$ cat src/rtl/ped_walk_controller.sv
// Pedestrian WALK/DONT_WALK head slaved to the NS green phase, with flash countdown and a sticky lamp-conflict fault.
// Registered outputs; a request latched in any state is served at the next NS green rising edge.
module ped_walk_controller #(
    parameter int TICK_DIV  = 100_000_000,
    parameter int WALK_SEC  = 7,
    parameter int FLASH_SEC = 9,
    parameter int BLINK_DIV = 50_000_000
) (
    input  logic       clk,
    input  logic       rst,
    input  logic       ped_req,
    input  logic       ns_red,
    input  logic       ns_yellow,
    input  logic       ns_green,
    input  logic       ew_red,
    input  logic       ew_yellow,
    input  logic       ew_green,
    output logic       walk,
    output logic       dont_walk,
    output logic [3:0] countdown,
    output logic       req_pending,
    output logic       fault
);

    localparam int TICK_W  = $clog2(TICK_DIV);
    localparam int SEC_W   = $clog2(WALK_SEC + 1);
    localparam int BLINK_W = $clog2(BLINK_DIV + 1);

    localparam logic [1:0] S_IDLE  = 2'd0;
    localparam logic [1:0] S_WALK  = 2'd1;
    localparam logic [1:0] S_FLASH = 2'd2;

    logic [1:0]         state_q, state_d;
    logic               ns_green_q;
    logic [TICK_W-1:0]  tick_cnt_q, tick_cnt_d;
    logic [SEC_W-1:0]   sec_q, sec_d;
    logic [BLINK_W-1:0] blink_q, blink_d;
    logic               walk_q, walk_d;
    logic               dont_walk_q, dont_walk_d;
    logic [3:0]         countdown_q, countdown_d;
    logic               req_q, req_d;
    logic               fault_q, fault_d;

    logic fault_cond, rise, tick, blink_end, grant, entering;

    always_comb begin
        fault_cond = (ns_green & ew_green)
                   | (ns_red & ns_yellow) | (ns_red & ns_green) | (ns_yellow & ns_green)
                   | (ew_red & ew_yellow) | (ew_red & ew_green) | (ew_yellow & ew_green);
        fault_d    = fault_q | fault_cond;
        rise       = ns_green & ~ns_green_q;
        tick       = (tick_cnt_q == TICK_W'(TICK_DIV - 1));
        blink_end  = (blink_q == BLINK_W'(BLINK_DIV - 1));
        // A conflict seen on the very edge of the rise already blocks the grant.
        grant      = (state_q == S_IDLE) & rise & (req_q | ped_req) & ~fault_d;
        req_d      = grant ? 1'b0 : (req_q | ped_req);

        state_d     = state_q;
        sec_d       = sec_q;
        countdown_d = countdown_q;

        case (state_q)
            S_IDLE: begin
                if (grant) state_d = S_WALK;
            end
            S_WALK: begin
                if (!ns_green || (tick && sec_q == SEC_W'(1))) state_d = S_FLASH;
                else if (tick)                                 sec_d   = sec_q - SEC_W'(1);
            end
            S_FLASH: begin
                if (ns_red || (tick && countdown_q == 4'd1)) state_d     = S_IDLE;
                else if (tick)                               countdown_d = countdown_q - 4'd1;
            end
            default: state_d = S_IDLE;
        endcase

        if (fault_d) state_d = S_IDLE;

        entering = (state_d != state_q);
        if (entering) begin
            tick_cnt_d  = '0;
            blink_d     = '0;
            sec_d       = SEC_W'(WALK_SEC);
            countdown_d = 4'(FLASH_SEC);
        end else begin
            tick_cnt_d = tick ? '0 : tick_cnt_q + TICK_W'(1);
            blink_d    = blink_end ? '0 : blink_q + BLINK_W'(1);
        end

        walk_d = (state_d == S_WALK);
        if (state_d == S_FLASH) begin
            dont_walk_d = entering ? 1'b1 : (dont_walk_q ^ blink_end);
        end else begin
            dont_walk_d = (state_d != S_WALK);
            countdown_d = 4'd0;
        end
    end

    always_ff @(posedge clk or negedge rst) begin
        if (!rst) begin
            state_q     <= S_IDLE;
            ns_green_q  <= 1'b0;
            tick_cnt_q  <= '0;
            sec_q       <= '0;
            blink_q     <= '0;
            walk_q      <= 1'b0;
            dont_walk_q <= 1'b1;
            countdown_q <= 4'd0;
            req_q       <= 1'b0;
            fault_q     <= 1'b0;
        end else begin
            state_q     <= state_d;
            ns_green_q  <= ns_green;
            tick_cnt_q  <= tick_cnt_d;
            sec_q       <= sec_d;
            blink_q     <= blink_d;
            walk_q      <= walk_d;
            dont_walk_q <= dont_walk_d;
            countdown_q <= countdown_d;
            req_q       <= req_d;
            fault_q     <= fault_d;
        end
    end

    assign walk        = walk_q;
    assign dont_walk   = dont_walk_q;
    assign countdown   = countdown_q;
    assign req_pending = req_q;
    assign fault       = fault_q;

endmodule
$ cat config.mk
export PLATFORM = sky130hd
export DESIGN_NAME = ped_walk_controller
export DESIGN_NICKNAME = d
export VERILOG_FILES = /design/src/rtl/ped_walk_controller.sv
export SDC_FILE = /design/constraint.sdc
export NUM_CORES = 1
export LEC_CHECK = 0
export BUFFER_PORTS_ARGS = -buffer_cell sky130_fd_sc_hd__buf_2
export CELL_PAD_IN_SITES_DETAIL_PLACEMENT = 1
export CELL_PAD_IN_SITES_GLOBAL_PLACEMENT = 1
export CORE_UTILIZATION = 39
export DETAILED_ROUTE_END_ITERATION = 10
export HOLD_SLACK_MARGIN = 0.03
export PLACE_DENSITY_LB_ADDON = 0.05
export SYNTH_ARGS = -nofsm -noshare
export SYNTH_HDL_FRONTEND = slang
export SYNTH_SLANG_ARGS = --single-unit
export TNS_END_PERCENT = 1
$ cat constraint.sdc
create_clock -name clk -period 5 [get_ports clk]
set_input_delay 0.5 -clock clk [delete_from_list [all_inputs] [get_ports clk]]
set_output_delay 0.5 -clock clk [all_outputs]
set_load 0.05 [all_outputs]
==> results of run 1 <==
[power groups by stage]
| stage | combinational (mW) | clock [mW] | sequential [mW] |
|---|---|---|---|
| CTS | 0.155 | 0.577 | 0.658 |
| finish | 0.151 | 0.560 | 0.659 |
| detailed placement | 0.154 | 0 | 0.667 |
| floorplan | 0.111 | 0 | 0.653 |
| global route | 0.177 | 0.597 | 0.671 |
| global placement | 0.149 | 0 | 0.667 |
[per-stage QoR]
stage                     hold slack, ps  area (sq um)  setup slack (ps)
after global placement               499          3860              2090
after floorplan                      204          3720              2850
after CTS                            177          4100              2020
final                                162          4100              2010
after detailed placement             509          3860              2020
after global routing                 198          4100              1740
[registers in the layout (all words and copies together), names as in the netlist]
| signal | cells |
|---|---|
| blink_q | 26 |
| countdown | 4 |
| dont_walk | 1 |
| fault | 1 |
| ns_green_q | 1 |
| req_pending | 1 |
| sec_q | 3 |
| state_q | 2 |
| tick_cnt_q | 27 |
| walk | 1 |
[synthesized netlist by cell type (all sizes together), types with 2 or more instances]
cell,count,area [sq um]
a211oi,3,22.5
a21oi,9,45.0
and2,5,31.3
and3,7,43.8
and4,11,96.3
and4bb,2,25.0
buf,11,119
clkbuf,4,15.0
dfrtp,66,1650
ha,6,75.1
inv,10,37.5
nand2,24,97.6
nand3,23,120
nand4,22,144
nor2,13,48.8
nor2b,2,12.5
nor3,51,255
nor3b,2,15.0
nor4,11,68.8
nor4b,14,123
o21a,2,15.0
o21ai,5,25.0
or2,2,12.5
or3,5,36.3
xnor2,30,263
xor2,23,201
[critical path: stages, from the launching register on]
cell and delay (ps):
dfrtp_1 410, ha_1 230, nand3_1 150, nor3_1 560
nand2_1 230, a31oi_4 710, buf_4 440, nor3_1 110
[final cells by class]
type,instances,area share (%)
flip-flops and latches,67,40.9
multi-input cells,283,46.1
clock buffers,10,3.11
repair buffers,18,2.32
well taps,129,3.93
inverters,10,0.915
clock inverters,6,2.77
[metal layers]
metal,vias to the layer above,global-route usage [%],part of all wire [%]
met5,-,0,0
met2,30,30.1,43
met4,0,7.13,1.5
met1,1435,30.0,53
li1,1412,-,-
met3,14,2.95,2.1
[how the worst max path moves through the flow]
stage	from	to	slack (ps)
after floorplan	fault	sec_q[1]	2850
after global placement	tick_cnt_q[0]	blink_q[15]	2090
after detailed placement	tick_cnt_q[0]	blink_q[24]	2020
after CTS	tick_cnt_q[0]	tick_cnt_q[6]	2020
after global routing	tick_cnt_q[0]	tick_cnt_q[6]	1740
final	tick_cnt_q[0]	blink_q[24]	2010
[kinds of logic (layout without fill, tap and decap cells)]
group	Yosys count	after routing	share of synthesized area, %
AOI/OAI and AO/OA	25	25	4.23
xor gates and xnor gates	53	53	12.5
adders and majority gates	6	6	2.02
buffers and inverters	25	44	4.60
DFF	67	67	45.0
muxes	2	2	0.571
and+or+nand+nor	197	197	31.1
==> qor.yml, run 1 <==
status: "complete, no violations"
async_flop_share_pct: 100
fmax_mhz: 334
dieHeight_microns: 99.7
core_sq_mm: 0.00924
nets: 404
cts_buffer_depth: 2
finalCriticalPeriod_ps: 2990
post_cts_resized: 0
final_core_util_pct: 44.4
switching_share_pct: 27.5
h-tree-depth: 3
dieArea_sq_mm: 0.00995
cts_buffers: 9
diodes: 0
synthToLayoutAreaGrowth_pct: 10.2
startpoint_type: "flip-flop"
crit_path_end_kind: "flip-flop"
hp-class: "in -> async"
ant_nets: 0
ioPinCount: 17
intPower_uw: 994
grt_usage_pct: 20.3
r2r_end: "blink_q[24]"
ys_dominant_reg_cell: "dfrtp_1"
drc_errors: 0
ys_warn_count: 0
avgSynthCellArea_sq_um: 9.93
syn_nets: 390
grt_pass1_vias: 3039
start_util_pct: 40.3
synth_edf_count: 0
max-slew-margin-rel_pct: 36.3
path_max_fanout: 29
drt-pass1-iter-count: 5
die_w_microns: 99.7
skew_ps: 11.1
multi_input_area_sq_mm: 0.00189
cp_data_required_time_ps: 5210
clockPowerShare_pct: 40.9
fillers: 1049
cts_root_buf: "clkbuf_8"
synth_seq_cells: 67
rsz0062_at_grt: "false"
cts_tree: "built"
r2r_slack_ps: 2010
antenna_found_initial: 0
worstSetupPathType: "reg -> reg"
hold_viol: 0
syn_inst: 375
fin_tns_setup_ps: 0
place.gp.congestion: 0.776
viasPerCell: 5.53
power_mw: 1.37
syn_area_sq_mm: 0.00372
reg2reg_depth: 7
ys_seq_area_share_pct: 45.0
cellLeakagePower_nw: 1.65
place_hpwl_mm: 6.12
cts.clk_slew.worst_paths_ps: 80
power_switching_uw: 376
wl_per_cell_microns: 17.2
grt_max_degree: 42
grt_pass1_wl_mm: 15.7
io_buffers: 16
min_period_over_period_pct: 59.8
cts_setup_buffers: 0
clk_latency_ps: 350
maxCapViolations: 0
drtIter0Drc: 128
final_cells: 523
placedCellCount: 507
rows: 35
layout-drive-gt1-share_pct: 11.2
slew_violations: 0
rr_startpoint: "tick_cnt_q[0]"
post_cts_hold_buffer_count: 0
ff_latch_area_sq_mm: 0.00168
setup_violations: 0
clock_sinks: 67
final_cell_mix: "66 x dfrtp_1, 51 x nor3_1, 30 x xnor2_1"
p_comb_share_pct: 11.1
seqPwrFrac_pct: 48.1
wl_mm: 8.99
worst_pin_slew_ps: 946
layout_commonest_cell: "dfrtp_1"
overflow: 0
powerDensity_mw_per_mm2: 334
synth_cell_types: 46
vias: 2891
irDropWorstVdd_mv: 0.222
crit_arrival_ps: 3200
Note: power is estimated with default switching activity, not from simulation.
==> run 2, diff against run 1 <==
--- a/config.mk
+++ b/config.mk
@@ -5,6 +5,7 @@
 export SDC_FILE = /design/constraint.sdc
 export NUM_CORES = 1
 export LEC_CHECK = 0
+export ABC_AREA = 1
 export BUFFER_PORTS_ARGS = -buffer_cell sky130_fd_sc_hd__buf_2
 export CELL_PAD_IN_SITES_DETAIL_PLACEMENT = 1
 export CELL_PAD_IN_SITES_GLOBAL_PLACEMENT = 1
==> constraint.sdc (replaced) <==
create_clock -name clk -period 3 [get_ports clk]
set_input_delay 0.3 -clock clk [delete_from_list [all_inputs] [get_ports clk]]
set_output_delay 0.3 -clock clk [all_outputs]
set_load 0.05 [all_outputs]
==> qor.yml, run 2 <==
status: "complete, no violations"  # unchanged
async_flop_share_pct: 100  # unchanged
layout-drive-gt1-share_pct: 15.2  # was 11.2%
nets: 531  # was 404
synthToLayoutAreaGrowth_pct: 10.3  # was 10.2%
cts_root_buf: "clkbuf_8"  # unchanged
cts_buffer_depth: 2  # unchanged
rsz0062_at_grt: "false"  # unchanged
syn_inst: 491  # was 375
hold_viol: 0  # unchanged
grt_pass1_vias: 3281  # was 3,039
h-tree-depth: 3  # unchanged
viasPerCell: 4.86  # was 5.53
crit_path_max_incr_delay_ps: 400  # was 710 ps
final_cells: 653  # was 523
overflow: 0  # unchanged
drc_errors: 0  # unchanged
ioPinCount: 17  # unchanged
place.gp.congestion: 0.812  # was 0.776
ys_dominant_reg_cell: "dfrtp_1"  # unchanged
top_layer: "met4"  # unchanged
syn_area_sq_mm: 0.00389  # was 0.00372 sq mm
worst_pin_slew_ps: 596  # was 946 ps
synth_cell_types: 33  # was 46
io_buffers: 16  # unchanged
post_cts_resized: 0  # unchanged
grt_usage_pct: 20.4  # was 20.3%
setup_violations: 0  # unchanged
path_max_fanout: 25  # was 29
place_hpwl_mm: 7.12  # was 6.12 mm
finalCriticalPeriod_ps: 2400  # was 2990 ps
hp-class: "in -> reg"  # was in -> async
fin_tns_setup_ps: 0  # unchanged
path_cells: "ha_1 -> nand2_2 -> nor2_4 -> nand2_4 -> nor2_4 -> nand3_2 -> nand2_1 -> nand2_1 -> nand2_2 -> nand2_2 -> nand2_2 -> nand2_4 -> nand2_4 -> inv_4 -> nand2_4 -> nor2_1"  # was ha_1 -> nand3_1 -> nor3_1 -> nand2_1 -> a31oi_4 -> buf_4 -> nor3_1
ys_seq_area_share_pct: 43.1  # was 45.0%
wl_met1_mm: 4.59  # was 4.77 mm
critical-path-slowest-cell: "dfrtp_1"  # was a31oi_4
cellLeakagePower_nw: 2.02  # was 1.65 nW
drt-pass1-iter-count: 4  # was 5
fmax_mhz: 417  # was 334 MHz
avgSynthCellArea_sq_um: 7.92  # was 9.93 sq um
crit_path_end_kind: "flip-flop"  # unchanged
largest_reg_flops: 27  # unchanged
core_sq_mm: 0.00973  # was 0.00924 sq mm
synth_edf_count: 0  # unchanged
syn_nets: 506  # was 390
largest_register: "tick_cnt_q"  # unchanged
worstSetupPathType: "reg -> reg"  # unchanged
die_w_microns: 102  # was 99.7 microns
dieArea_sq_mm: 0.0104  # was 0.00995 sq mm
whs_ps: 142  # was 162 ps
cts_tree: "built"  # unchanged
wl_per_cell_microns: 14.3  # was 17.2 microns
drtIter0Drc: 56  # was 128
placedCellCount: 637  # was 507
start_util_pct: 40.0  # was 40.3%
cp_data_required_time_ps: 3230  # was 5210 ps
cts.clk_slew.worst_paths_ps: 70  # was 80 ps
ys_warn_count: 0  # unchanged
clock_sinks: 67  # unchanged
yosys.cell_count.top_type: "nand2_1"  # was dfrtp_1
clk_latency_ps: 360  # was 350 ps
ant_nets: 0  # unchanged
slew_violations: 0  # unchanged
powerDensity_mw_per_mm2: 489  # was 334 mW/mm^2
max-slew-margin-rel_pct: 60.3  # was 36.3%
final_cell_mix: "93 x nand2_1, 79 x nor2_1, 66 x dfrtp_1"  # was 66 x dfrtp_1, 51 x nor3_1, 30 x xnor2_1
layout_commonest_cell: "nand2_1"  # was dfrtp_1
cts_buffers: 9  # unchanged
wl_mm: 9.34  # was 8.99 mm
crit_arrival_ps: 2630  # was 3200 ps
yosysTopAreaCellShare_pct: 42.5  # was 44.3%
dieHeight_microns: 102  # was 99.7 microns
synth_area_leaders: "dfrtp_1 42%, nand2_1 9.0%, nor2_1 7.6%, inv_1 6.0%, xor2_1 5.6%"  # was dfrtp_1 44%, xnor2_1 7.1%, nor3_1 6.9%, xor2_1 5.4%, nand4_1 3.5%
rows: 36  # was 35
startpoint_type: "flip-flop"  # unchanged
grt_pass1_wl_mm: 15.9  # was 15.7 mm
wl_met2_mm: 4.43  # was 3.90 mm
met3_length_microns: 183  # was 187 microns
diodes: 0  # unchanged
antenna_found_initial: 0  # unchanged
irDropWorstVdd_mv: 0.235  # was 0.222 mV
yosysTopAreaCell: "dfrtp_1"  # unchanged
synth_seq_cells: 67  # unchanged
fillers: 1245  # was 1,049
vias: 3171  # was 2,891
synthTopCellsByCount: "93 x nand2_1, 79 x nor2_1, 66 x dfrtp_1"  # was 66 x dfrtp_1, 51 x nor3_1, 30 x xnor2_1
min_period_over_period_pct: 79.9  # was 59.8%
maxCapViolations: 0  # unchanged
grt_max_degree: 26  # was 42
skew_ps: 12.1  # was 11.1 ps
## run 2: cell types whose count changed in the layout (fill, tap and decap cells not counted), sizes merged, moves of 11 or more
cell,before,now
nor2,13,96
nand2,24,105
inv,10,71
xnor2,30,7
nor3,51,29
nor4b,14,0
and4,11,0
## run 2: cell type report
type | instances | area [sq um] | area share, %
multi-input combinational | 348 | 1900 | 44.4
sequential | 67 | 1680 | 39.1
inverter | 71 | 269 | 6.27
tap | 133 | 166 | 3.88
clock buffer | 11 | 141 | 3.30
timing repair buffer | 19 | 105 | 2.45
clock inverter | 4 | 27.5 | 0.642
## run 2: logic make-up (layout without fill, tap and decap cells)
| family | Yosys count | after routing | share of synthesized area, % |
|---|---|---|---|
| compound gates | 20 | 20 | 2.93 |
| xor+xnor | 32 | 32 | 7.20 |
| fa+ha+maj | 6 | 6 | 1.93 |
| buf+inv | 76 | 105 | 7.94 |
| flops | 67 | 67 | 43.1 |
| simple gates | 290 | 290 | 36.9 |
## run 2: worst paths after layout
kind	startpoint	to	slack, ps	depth (start not counted)
min reg2reg	blink_q[0]	blink_q[0]	500	1
max reg2reg	tick_cnt_q[0]	blink_q[25]	600	16
min	ns_green	ns_green_q	140	1
min in group asynchronous	rst	tick_cnt_q[22]	470	2
max in group asynchronous	rst	blink_q[18]	1770	3
max	tick_cnt_q[0]	blink_q[25]	600	16
## run 2: metrics by stage
| stage | area, sq um | power (mW) | util, % | setup slack (ps) |
|---|---|---|---|---|
| after floorplan | 3890 | 1.34 | - | 985 |
| after global routing | 4290 | 2.23 | 44.1 | 371 |
| after detailed placement | 4110 | 1.45 | 42.3 | 569 |
| final | 4290 | 2.10 | 44.1 | 603 |
| after CTS | 4290 | 2.14 | 44.1 | 547 |
| after global placement | 4110 | 1.43 | 42.3 | 662 |
## run 2: what timing repair did
action                                 CTS  global route
endpoints found under the hold margin   22             0
hold buffers                             1             0
setup endpoints to repair                0             0
buffers inserted                         0             0
## run 2: power breakdown
part	switching, mW	leakage, nW	total [mW]	internal [mW]
registers	0.0899	0.870	1.08	0.994
logic	0.202	1.07	0.337	0.135
clock network	0.362	0.0774	0.678	0.316
total	0.653	2.02	2.10	1.45
## run 2: per-layer routing
layer | up-vias | track usage, %
met4 | 0 | 6.59
met5 | - | 0
met3 | 10 | 5.34
li1 | 1610 | -
met1 | 1536 | 26.5
met2 | 15 | 33.2
## run 2: worst max-delay path: cells and delay by family, from the launching register on
| kind | cells | cell delay [ps] |
|---|---|---|
| adder cells (fa/ha/maj) | 1 | 200 |
| buffers and inverters | 1 | 90 |
| flip-flops | 1 | 400 |
| AND/OR/NAND/NOR | 14 | 1590 |
